`src/rtl/load_align_unit_if.sv`:
```
// Handshake bundle between the MEM-stage load unit, the pipeline and the data bus.
// The slave view belongs to the load unit; the master view belongs to the pipeline and memory side.
interface load_align_unit_if #(
  parameter int DATA_W = 32,
  parameter int ADDR_W = 32
);
  logic              req_valid;
  logic              req_ready;
  logic [ADDR_W-1:0] req_addr;
  logic [1:0]        req_size;
  logic              req_unsigned;

  logic              bus_rd_valid;
  logic [ADDR_W-1:0] bus_rd_addr;
  logic              bus_rd_ready;
  logic              bus_rdata_valid;
  logic [DATA_W-1:0] bus_rdata;

  logic              resp_valid;
  logic [DATA_W-1:0] resp_data;
  logic              resp_err;
  logic              resp_ready;

  modport slave (
    input  req_valid, req_addr, req_size, req_unsigned,
    input  bus_rd_ready, bus_rdata_valid, bus_rdata,
    input  resp_ready,
    output req_ready, bus_rd_valid, bus_rd_addr,
    output resp_valid, resp_data, resp_err
  );

  modport master (
    output req_valid, req_addr, req_size, req_unsigned,
    output bus_rd_ready, bus_rdata_valid, bus_rdata,
    output resp_ready,
    input  req_ready, bus_rd_valid, bus_rd_addr,
    input  resp_valid, resp_data, resp_err
  );
endinterface

```
`src/rtl/load_align_unit.sv`:
```
// MEM-stage load unit: issues one or two beat-aligned bus reads, merges the beats,
// extracts the addressed byte/half/word/dword and sign- or zero-extends it.
module load_align_unit #(
  parameter int DATA_W           = 32,
  parameter int ADDR_W           = 32,
  parameter int SPLIT_MISALIGNED = 1
) (
  input logic              clk,
  input logic              reset_n,
  load_align_unit_if.slave lsu
);

  localparam int BYTES = DATA_W / 8;
  localparam int OFF_W = $clog2(BYTES);

  localparam logic [2:0] S_IDLE   = 3'd0;
  localparam logic [2:0] S_ISSUE0 = 3'd1;
  localparam logic [2:0] S_WAIT0  = 3'd2;
  localparam logic [2:0] S_ISSUE1 = 3'd3;
  localparam logic [2:0] S_WAIT1  = 3'd4;
  localparam logic [2:0] S_RESP   = 3'd5;

  logic [2:0]        r_state;
  logic [OFF_W-1:0]  r_off;
  logic [1:0]        r_size;
  logic              r_unsigned;
  logic              r_cross;
  logic [ADDR_W-1:0] r_base;
  logic [ADDR_W-1:0] r_rd_addr;
  logic [DATA_W-1:0] r_beat0;
  logic [DATA_W-1:0] r_resp_data;
  logic              r_resp_err;

  logic [OFF_W-1:0]  w_req_off;
  logic [ADDR_W-1:0] w_req_base;
  logic [OFF_W+1:0]  w_req_span;
  logic [2:0]        w_align_mask;
  logic              w_req_illegal;
  logic              w_req_misal;
  logic              w_req_err;
  logic              w_req_cross;

  assign w_req_off  = lsu.req_addr[OFF_W-1:0];
  assign w_req_base = {lsu.req_addr[ADDR_W-1:OFF_W], {OFF_W{1'b0}}};
  // One past the last byte touched, relative to the beat base.
  assign w_req_span  = (OFF_W+2)'(w_req_off) + ((OFF_W+2)'(1) << lsu.req_size);
  assign w_req_cross = (w_req_span > (OFF_W+2)'(BYTES));

  always_comb begin
    w_align_mask = 3'b111;
    case (lsu.req_size)
      2'd0:    w_align_mask = 3'b000;
      2'd1:    w_align_mask = 3'b001;
      2'd2:    w_align_mask = 3'b011;
      default: w_align_mask = 3'b111;
    endcase
  end

  assign w_req_illegal = (lsu.req_size == 2'd3) && (DATA_W == 32);
  assign w_req_misal   = (SPLIT_MISALIGNED == 0) &&
                         ((lsu.req_addr[2:0] & w_align_mask) != 3'b000);
  assign w_req_err     = w_req_illegal || w_req_misal;

  // The final beat is merged straight off the bus so the result registers on the capture edge.
  logic [DATA_W-1:0] w_lo;
  logic [DATA_W-1:0] w_hi;
  logic [DATA_W-1:0] w_shifted;
  logic [DATA_W-1:0] w_mask;
  logic [DATA_W-1:0] w_result;
  logic              w_sign;
  logic [7:0]        w_pair [2*BYTES];

  assign w_lo = (r_state == S_WAIT1) ? r_beat0 : lsu.bus_rdata;
  assign w_hi = (r_state == S_WAIT1) ? lsu.bus_rdata : '0;

  generate
    for (genvar gi = 0; gi < BYTES; gi++) begin : g_lane
      logic [OFF_W:0] w_idx;
      assign w_pair[gi]         = w_lo[8*gi +: 8];
      assign w_pair[BYTES + gi] = w_hi[8*gi +: 8];
      assign w_idx              = (OFF_W+1)'(r_off) + (OFF_W+1)'(gi);
      assign w_shifted[8*gi +: 8] = w_pair[w_idx];
    end
  endgenerate

  always_comb begin
    w_mask = '1;
    w_sign = 1'b0;
    case (r_size)
      2'd0: begin
        w_mask = DATA_W'(64'h0000_0000_0000_00FF);
        w_sign = w_shifted[7];
      end
      2'd1: begin
        w_mask = DATA_W'(64'h0000_0000_0000_FFFF);
        w_sign = w_shifted[15];
      end
      2'd2: begin
        w_mask = DATA_W'(64'h0000_0000_FFFF_FFFF);
        w_sign = w_shifted[31];
      end
      default: begin
        w_mask = '1;
        w_sign = 1'b0;
      end
    endcase
  end

  assign w_result = (w_shifted & w_mask) | ((w_sign && !r_unsigned) ? ~w_mask : '0);

  always_ff @(posedge clk or negedge reset_n) begin
    if (!reset_n) begin
      r_state     <= S_IDLE;
      r_off       <= '0;
      r_size      <= '0;
      r_unsigned  <= 1'b0;
      r_cross     <= 1'b0;
      r_base      <= '0;
      r_rd_addr   <= '0;
      r_beat0     <= '0;
      r_resp_data <= '0;
      r_resp_err  <= 1'b0;
    end else begin
      case (r_state)
        S_IDLE: begin
          if (lsu.req_valid) begin
            r_off      <= w_req_off;
            r_size     <= lsu.req_size;
            r_unsigned <= lsu.req_unsigned;
            r_base     <= w_req_base;
            r_cross    <= w_req_cross;
            if (w_req_err) begin
              r_state     <= S_RESP;
              r_resp_err  <= 1'b1;
              r_resp_data <= '0;
            end else begin
              r_state   <= S_ISSUE0;
              r_rd_addr <= w_req_base;
            end
          end
        end
        S_ISSUE0: begin
          if (lsu.bus_rd_ready) r_state <= S_WAIT0;
        end
        S_WAIT0: begin
          if (lsu.bus_rdata_valid) begin
            r_beat0 <= lsu.bus_rdata;
            if (r_cross) begin
              r_state   <= S_ISSUE1;
              r_rd_addr <= r_base + ADDR_W'(BYTES);
            end else begin
              r_state     <= S_RESP;
              r_resp_data <= w_result;
              r_resp_err  <= 1'b0;
            end
          end
        end
        S_ISSUE1: begin
          if (lsu.bus_rd_ready) r_state <= S_WAIT1;
        end
        S_WAIT1: begin
          if (lsu.bus_rdata_valid) begin
            r_state     <= S_RESP;
            r_resp_data <= w_result;
            r_resp_err  <= 1'b0;
          end
        end
        S_RESP: begin
          if (lsu.resp_ready) begin
            r_state     <= S_IDLE;
            r_resp_data <= '0;
            r_resp_err  <= 1'b0;
          end
        end
        default: r_state <= S_IDLE;
      endcase
    end
  end

  assign lsu.req_ready    = (r_state == S_IDLE);
  assign lsu.bus_rd_valid = (r_state == S_ISSUE0) || (r_state == S_ISSUE1);
  assign lsu.bus_rd_addr  = r_rd_addr;
  assign lsu.resp_valid   = (r_state == S_RESP);
  assign lsu.resp_data    = r_resp_data;
  assign lsu.resp_err     = r_resp_err;

endmodule
```
`src/flat_wrapper.sv`:
```
// flat-port wrapper written by rule: the top's interface ports become plain ports
module load_align_unit_flat 
#(
  parameter int DATA_W           = 32,
  parameter int ADDR_W           = 32,
  parameter int SPLIT_MISALIGNED = 1
)
  (clk, reset_n, lsu_req_valid, lsu_req_addr, lsu_req_size, lsu_req_unsigned, lsu_bus_rd_ready, lsu_bus_rdata_valid, lsu_bus_rdata, lsu_resp_ready, lsu_req_ready, lsu_bus_rd_valid, lsu_bus_rd_addr, lsu_resp_valid, lsu_resp_data, lsu_resp_err);
  load_align_unit_if #(.DATA_W(DATA_W), .ADDR_W(ADDR_W)) lsu_i ();
  input logic clk;
  input logic reset_n;
  input wire logic [$bits(lsu_i.req_valid)-1:0] lsu_req_valid;
  input wire logic [$bits(lsu_i.req_addr)-1:0] lsu_req_addr;
  input wire logic [$bits(lsu_i.req_size)-1:0] lsu_req_size;
  input wire logic [$bits(lsu_i.req_unsigned)-1:0] lsu_req_unsigned;
  input wire logic [$bits(lsu_i.bus_rd_ready)-1:0] lsu_bus_rd_ready;
  input wire logic [$bits(lsu_i.bus_rdata_valid)-1:0] lsu_bus_rdata_valid;
  input wire logic [$bits(lsu_i.bus_rdata)-1:0] lsu_bus_rdata;
  input wire logic [$bits(lsu_i.resp_ready)-1:0] lsu_resp_ready;
  output wire logic [$bits(lsu_i.req_ready)-1:0] lsu_req_ready;
  output wire logic [$bits(lsu_i.bus_rd_valid)-1:0] lsu_bus_rd_valid;
  output wire logic [$bits(lsu_i.bus_rd_addr)-1:0] lsu_bus_rd_addr;
  output wire logic [$bits(lsu_i.resp_valid)-1:0] lsu_resp_valid;
  output wire logic [$bits(lsu_i.resp_data)-1:0] lsu_resp_data;
  output wire logic [$bits(lsu_i.resp_err)-1:0] lsu_resp_err;
  assign lsu_i.req_valid = lsu_req_valid;
  assign lsu_i.req_addr = lsu_req_addr;
  assign lsu_i.req_size = lsu_req_size;
  assign lsu_i.req_unsigned = lsu_req_unsigned;
  assign lsu_i.bus_rd_ready = lsu_bus_rd_ready;
  assign lsu_i.bus_rdata_valid = lsu_bus_rdata_valid;
  assign lsu_i.bus_rdata = lsu_bus_rdata;
  assign lsu_i.resp_ready = lsu_resp_ready;
  assign lsu_req_ready = lsu_i.req_ready;
  assign lsu_bus_rd_valid = lsu_i.bus_rd_valid;
  assign lsu_bus_rd_addr = lsu_i.bus_rd_addr;
  assign lsu_resp_valid = lsu_i.resp_valid;
  assign lsu_resp_data = lsu_i.resp_data;
  assign lsu_resp_err = lsu_i.resp_err;
  load_align_unit #(.DATA_W(DATA_W), .ADDR_W(ADDR_W), .SPLIT_MISALIGNED(SPLIT_MISALIGNED)) u_core (.clk(clk), .reset_n(reset_n), .lsu(lsu_i));
endmodule
```
`config.mk`:
```
export PLATFORM = sky130hd
export DESIGN_NAME = load_align_unit_flat
export DESIGN_NICKNAME = d
export VERILOG_FILES = /design/src/rtl/load_align_unit_if.sv /design/src/rtl/load_align_unit.sv /design/src/flat_wrapper.sv
export SDC_FILE = /design/constraint.sdc
export NUM_CORES = 1
export LEC_CHECK = 0
export CAP_MARGIN = 5
export CORE_MARGIN = 1.5
export CORE_UTILIZATION = 25
export DETAILED_ROUTE_END_ITERATION = 6
export GPL_ROUTABILITY_DRIVEN = 0
export HOLD_SLACK_MARGIN = 0.15
export RECOVER_POWER = 100
export SYNTH_ARGS = -nofsm -noshare
export SYNTH_HDL_FRONTEND = slang
export SYNTH_SLANG_ARGS = --single-unit
```
`constraint.sdc`:
```
create_clock -name clk -period 8.71 [get_ports clk]
set_input_delay 1.3065 -clock clk [delete_from_list [all_inputs] [get_ports clk]]
set_output_delay 1.3065 -clock clk [all_outputs]
set_load 0.01 [all_outputs]
```
==> summary.md <==
| Metric | Value |
|---|---|
| First-pass GRT wire length | `36300 um` |
| Ports | `roughly 140` |
| DRT Pass-1 Iters | `5` |
| Final-report setup violation count | `0` |
| CP Class | `input port to async pin` |
| Status | `finished, violations left` |
| Max cap viols | `5` |
| Setup Fix Bufs, Post-CTS | `0` |
| Peak supply drop | `0.000154 V` |
| TritonCTS Buffers | `17` |
| Crit-path max FO | `68` |
| Synth Cell Area | `7810 um^2` |
| Worst flop-to-flop path startpoint | `u_core.r_state[1]` |
| Mean Syn Cell Area | `10.4 um^2` |
| Post-synthesis sequential area ratio | `between 40% and 50%` |
| Synth async-reset ratio | `100%` |
| Final hold violation count | `0` |
| Proportion of layout cells with a drive suffix above 1 | `between 10% and 20%` |
| Area leader, netlist | `dfrtp_1` |
| Final WL | `23000 um` |
| Critical Path Sink | `u_core.r_off[0]` |
| Pleak | `4.24 nW` |
| Proportion of netlist area held by the largest area contributor | `42.9%` |
| Placed inst area | `9510 um^2` |
| Root Buffer | `clkbuf_16` |
| Worst R2R End | `u_core.lsu.bus_rd_addr[21]` |
| Overflow after GRT | `0` |
| Dpl hpwl | `16700 um` |
| Critical path depth | `2` |
| FILL cells | `3102` |
| Ys Warns | `0` |
| Area Overhead vs Synth | `28.6%` |
| Reg2Reg Setup Slack | `about 3.8 ns` |
| Overall Global Routing Usage | `14.3%` |
| Initial Utilization | `between 20% and 30%` |
| Reg area | `3350 um^2` |
| Hold_buf cts | `0` |
| Clock Pin Slew Worst Setup and Hold Paths | `0.06 ns` |
| Unrepaired setup endpoints after global routing | `false` |
| Main synth FF type | `dfrtp_1` |
| Largest net degree at the start of global routing | `69` |
| Hold depth | `2` |
| Critical-path top delay cell | `clkbuf_1` |
| Pwr Density | `367 nW/um^2` |
| Post-synth top cells | `134 x dfrtp_1, 99 x nand2_1, 73 x mux2i_1` |
| Initial antenna violation count | `4` |
| Final count of pins violating max slew | `242` |
| #FFs+latches synth | `134` |
| Multi-input gate area | `4170 um^2` |
| Crit path time final | `roughly 5.4 ns` |
| Drt via density | `4.92` |
| Die Width | `180 um` |
| Core Region | `between 30000 and 40000 um^2` |
| Crit path cell chain | `clkbuf_1 -> clkbuf_2` |
| Setup TNS | `0 ns` |
| Post-route clock period utilization | `61.9%` |
| Placed cell count | `1235` |
| Total power | `3.69 mW` |
| Worst Setup SP | `reset_n` |
| Final #Nets | `936` |
| Most frequent cell after synthesis | `dfrtp_1` |
| Worst-Skew Late Latency | `0.43 ns` |
| Violated checks | `capacitance limit, slew limit` |
| DRC | `0` |
| Clock Path Buffers | `2` |
| Final ANT Viol Nets | `0` |
| WP buf/inv | `2` |
| Via count | `6242` |
| Post-synth EDFFs | `0` |
| Peak Freq | `about 190 MHz` |
| Startpoint class of the critical path | `input port` |
| Most area-consuming cells after synthesis | `dfrtp_1 43%, mux2_2 10%, mux2i_1 9.3%, mux4_2 4.9%, nand2_1 4.8%` |
| Syn Inst Count | `748` |
| Register-to-Register Path Depth | `9` |
| Worst Tran Pin Value | `approximately 3.7 ns` |
| Sink Count | `134` |
| Worst setup EP type | `async pin` |
| Arrival @ worst endpoint | `5.47 ns` |
| CP top delay family | `buffers and inverters` |
| Row count | `64` |
| Worst Hold Class | `register to register` |
| Clock Skew | `approximately 0.011 ns` |
| Final cell count without fillers | `roughly 1300` |
| Clock H-tree levels | `4` |
| CTS tree | `built` |
| Final hold slack | `~0.47 ns` |
| Final instance area | `10000 um^2` |
| Resized Gates After CTS | `0` |
| Vias in the first global route | `6173` |
| Max incr delay on CP | `2.52 ns` |
| Post-synthesis cell type count | `53` |
| Rel. slew slack | `-145%` |
| IO buf count | `138` |
| Starting DRT DRC Count | `approximately 460` |
| DR WL/cell | `18.1 um` |
| Required @ worst endpoint | `8.79 ns` |
| DIE AREA | `~32000 um^2` |
| Height of the die | `180 um` |
through the flow:
step | setup slack, ns | utilization [%]
after floorplan | 5.59 | -
after global placement | 4.61 | 31.0
after detailed placement | 4.49 | 31.0
after CTS | 4.50 | 32.9
after global routing | 2.24 | 32.8
final | 3.32 | 32.8
worst min path at each step:
| stage | from | endpoint | slack, ns |
|---|---|---|---|
| floorplan | u_core.r_beat0[0] | u_core.r_beat0[0] | 0.48 |
| global placement | u_core.lsu.bus_rd_addr[21] | u_core.lsu.bus_rd_addr[21] | 0.46 |
| detailed placement | u_core.lsu.bus_rd_addr[21] | u_core.lsu.bus_rd_addr[21] | 0.46 |
| CTS | u_core.lsu.bus_rd_addr[21] | u_core.lsu.bus_rd_addr[21] | 0.48 |
| global route | u_core.lsu.bus_rd_addr[14] | u_core.lsu.bus_rd_addr[14] | 0.50 |
| finish | u_core.lsu.bus_rd_addr[18] | u_core.lsu.bus_rd_addr[18] | 0.47 |
sequential cells by signal, indices dropped and copies added (netlist names):
signal,flops
u_core.lsu.bus_rd_addr,30
u_core.r_unsigned,1
u_core.r_beat0,32
u_core.r_base,30
u_core.r_cross,1
u_core.lsu.resp_err,1
u_core.r_off,2
u_core.r_size,2
u_core.lsu.resp_data,32
u_core.r_state,3
power by group:
part | total (mW) | leakage [nW] | switching (mW) | internal, mW
Sequential | 1.17 | 1.66 | 0.257 | 0.910
Clock | 0.694 | 0.259 | 0.292 | 0.403
Combinational | 1.83 | 2.32 | 0.945 | 0.885
layer usage:
metal	vias to the layer above	share of wire, %	GRT usage, %
li1	2959	-	-
met1	3023	44	18.9
met2	212	46	21.7
met3	44	6.5	3.87
met4	4	3.0	6.13
met5	-	0.12	0
placed cells by master, fill, tap and decap left out, types with 11 or more instances in the layout:
| cell type | n |
|---|---|
| a21oi_1 | 15 |
| o21ai_0 | 41 |
| dfrtp_1 | 133 |
| mux2_2 | 70 |
| clkdlybuf4s50_1 | 70 |
| clkbuf_16 | 17 |
| xnor2_1 | 23 |
| nand2_1 | 99 |
| mux4_2 | 17 |
| a22o_1 | 24 |
| nand4_1 | 11 |
| a31oi_1 | 17 |
| nor2_1 | 41 |
| mux2i_1 | 73 |
| nand3_1 | 22 |
| a32oi_1 | 11 |
| dlygate4sd3_1 | 67 |
logic make-up (layout without fill, tap and decap cells):
family | count (synthesis) | in the layout | synth area share, %
and+or+nand+nor | 207 | 207 | 12.1
buffers and inverters | 67 | 189 | 3.73
xor gates and xnor gates | 28 | 28 | 3.14
muxes | 161 | 161 | 24.5
DFF | 134 | 134 | 42.9
AOI/OAI and AO/OA | 145 | 145 | 12.7
other | 1 | 4 | 0.0480
adders and majority gates | 5 | 5 | 0.897
area by class of cell:
cell class	count	share of cell area, %
multi-input cells	548	41.5
flip-flops and latches	134	33.4
repair buffers	145	14.1
well taps	396	4.93
clock buffers	19	4.41
clock inverters	13	1.23
inverters	12	0.448
diodes	2	0.0498
worst reg2reg max path: stages (launching register included):
cell and delay [ns]:
dfrtp_1 0.64, nor3b_1 0.25, clkbuf_1 1.19, and2_0 0.25
clkbuf_1 1.38, a21oi_1 0.19, a31o_2 0.33, buf_4 0.30
a211oi_1 0.25, a21o_1 0.11
(Power assumes the default switching activity.)
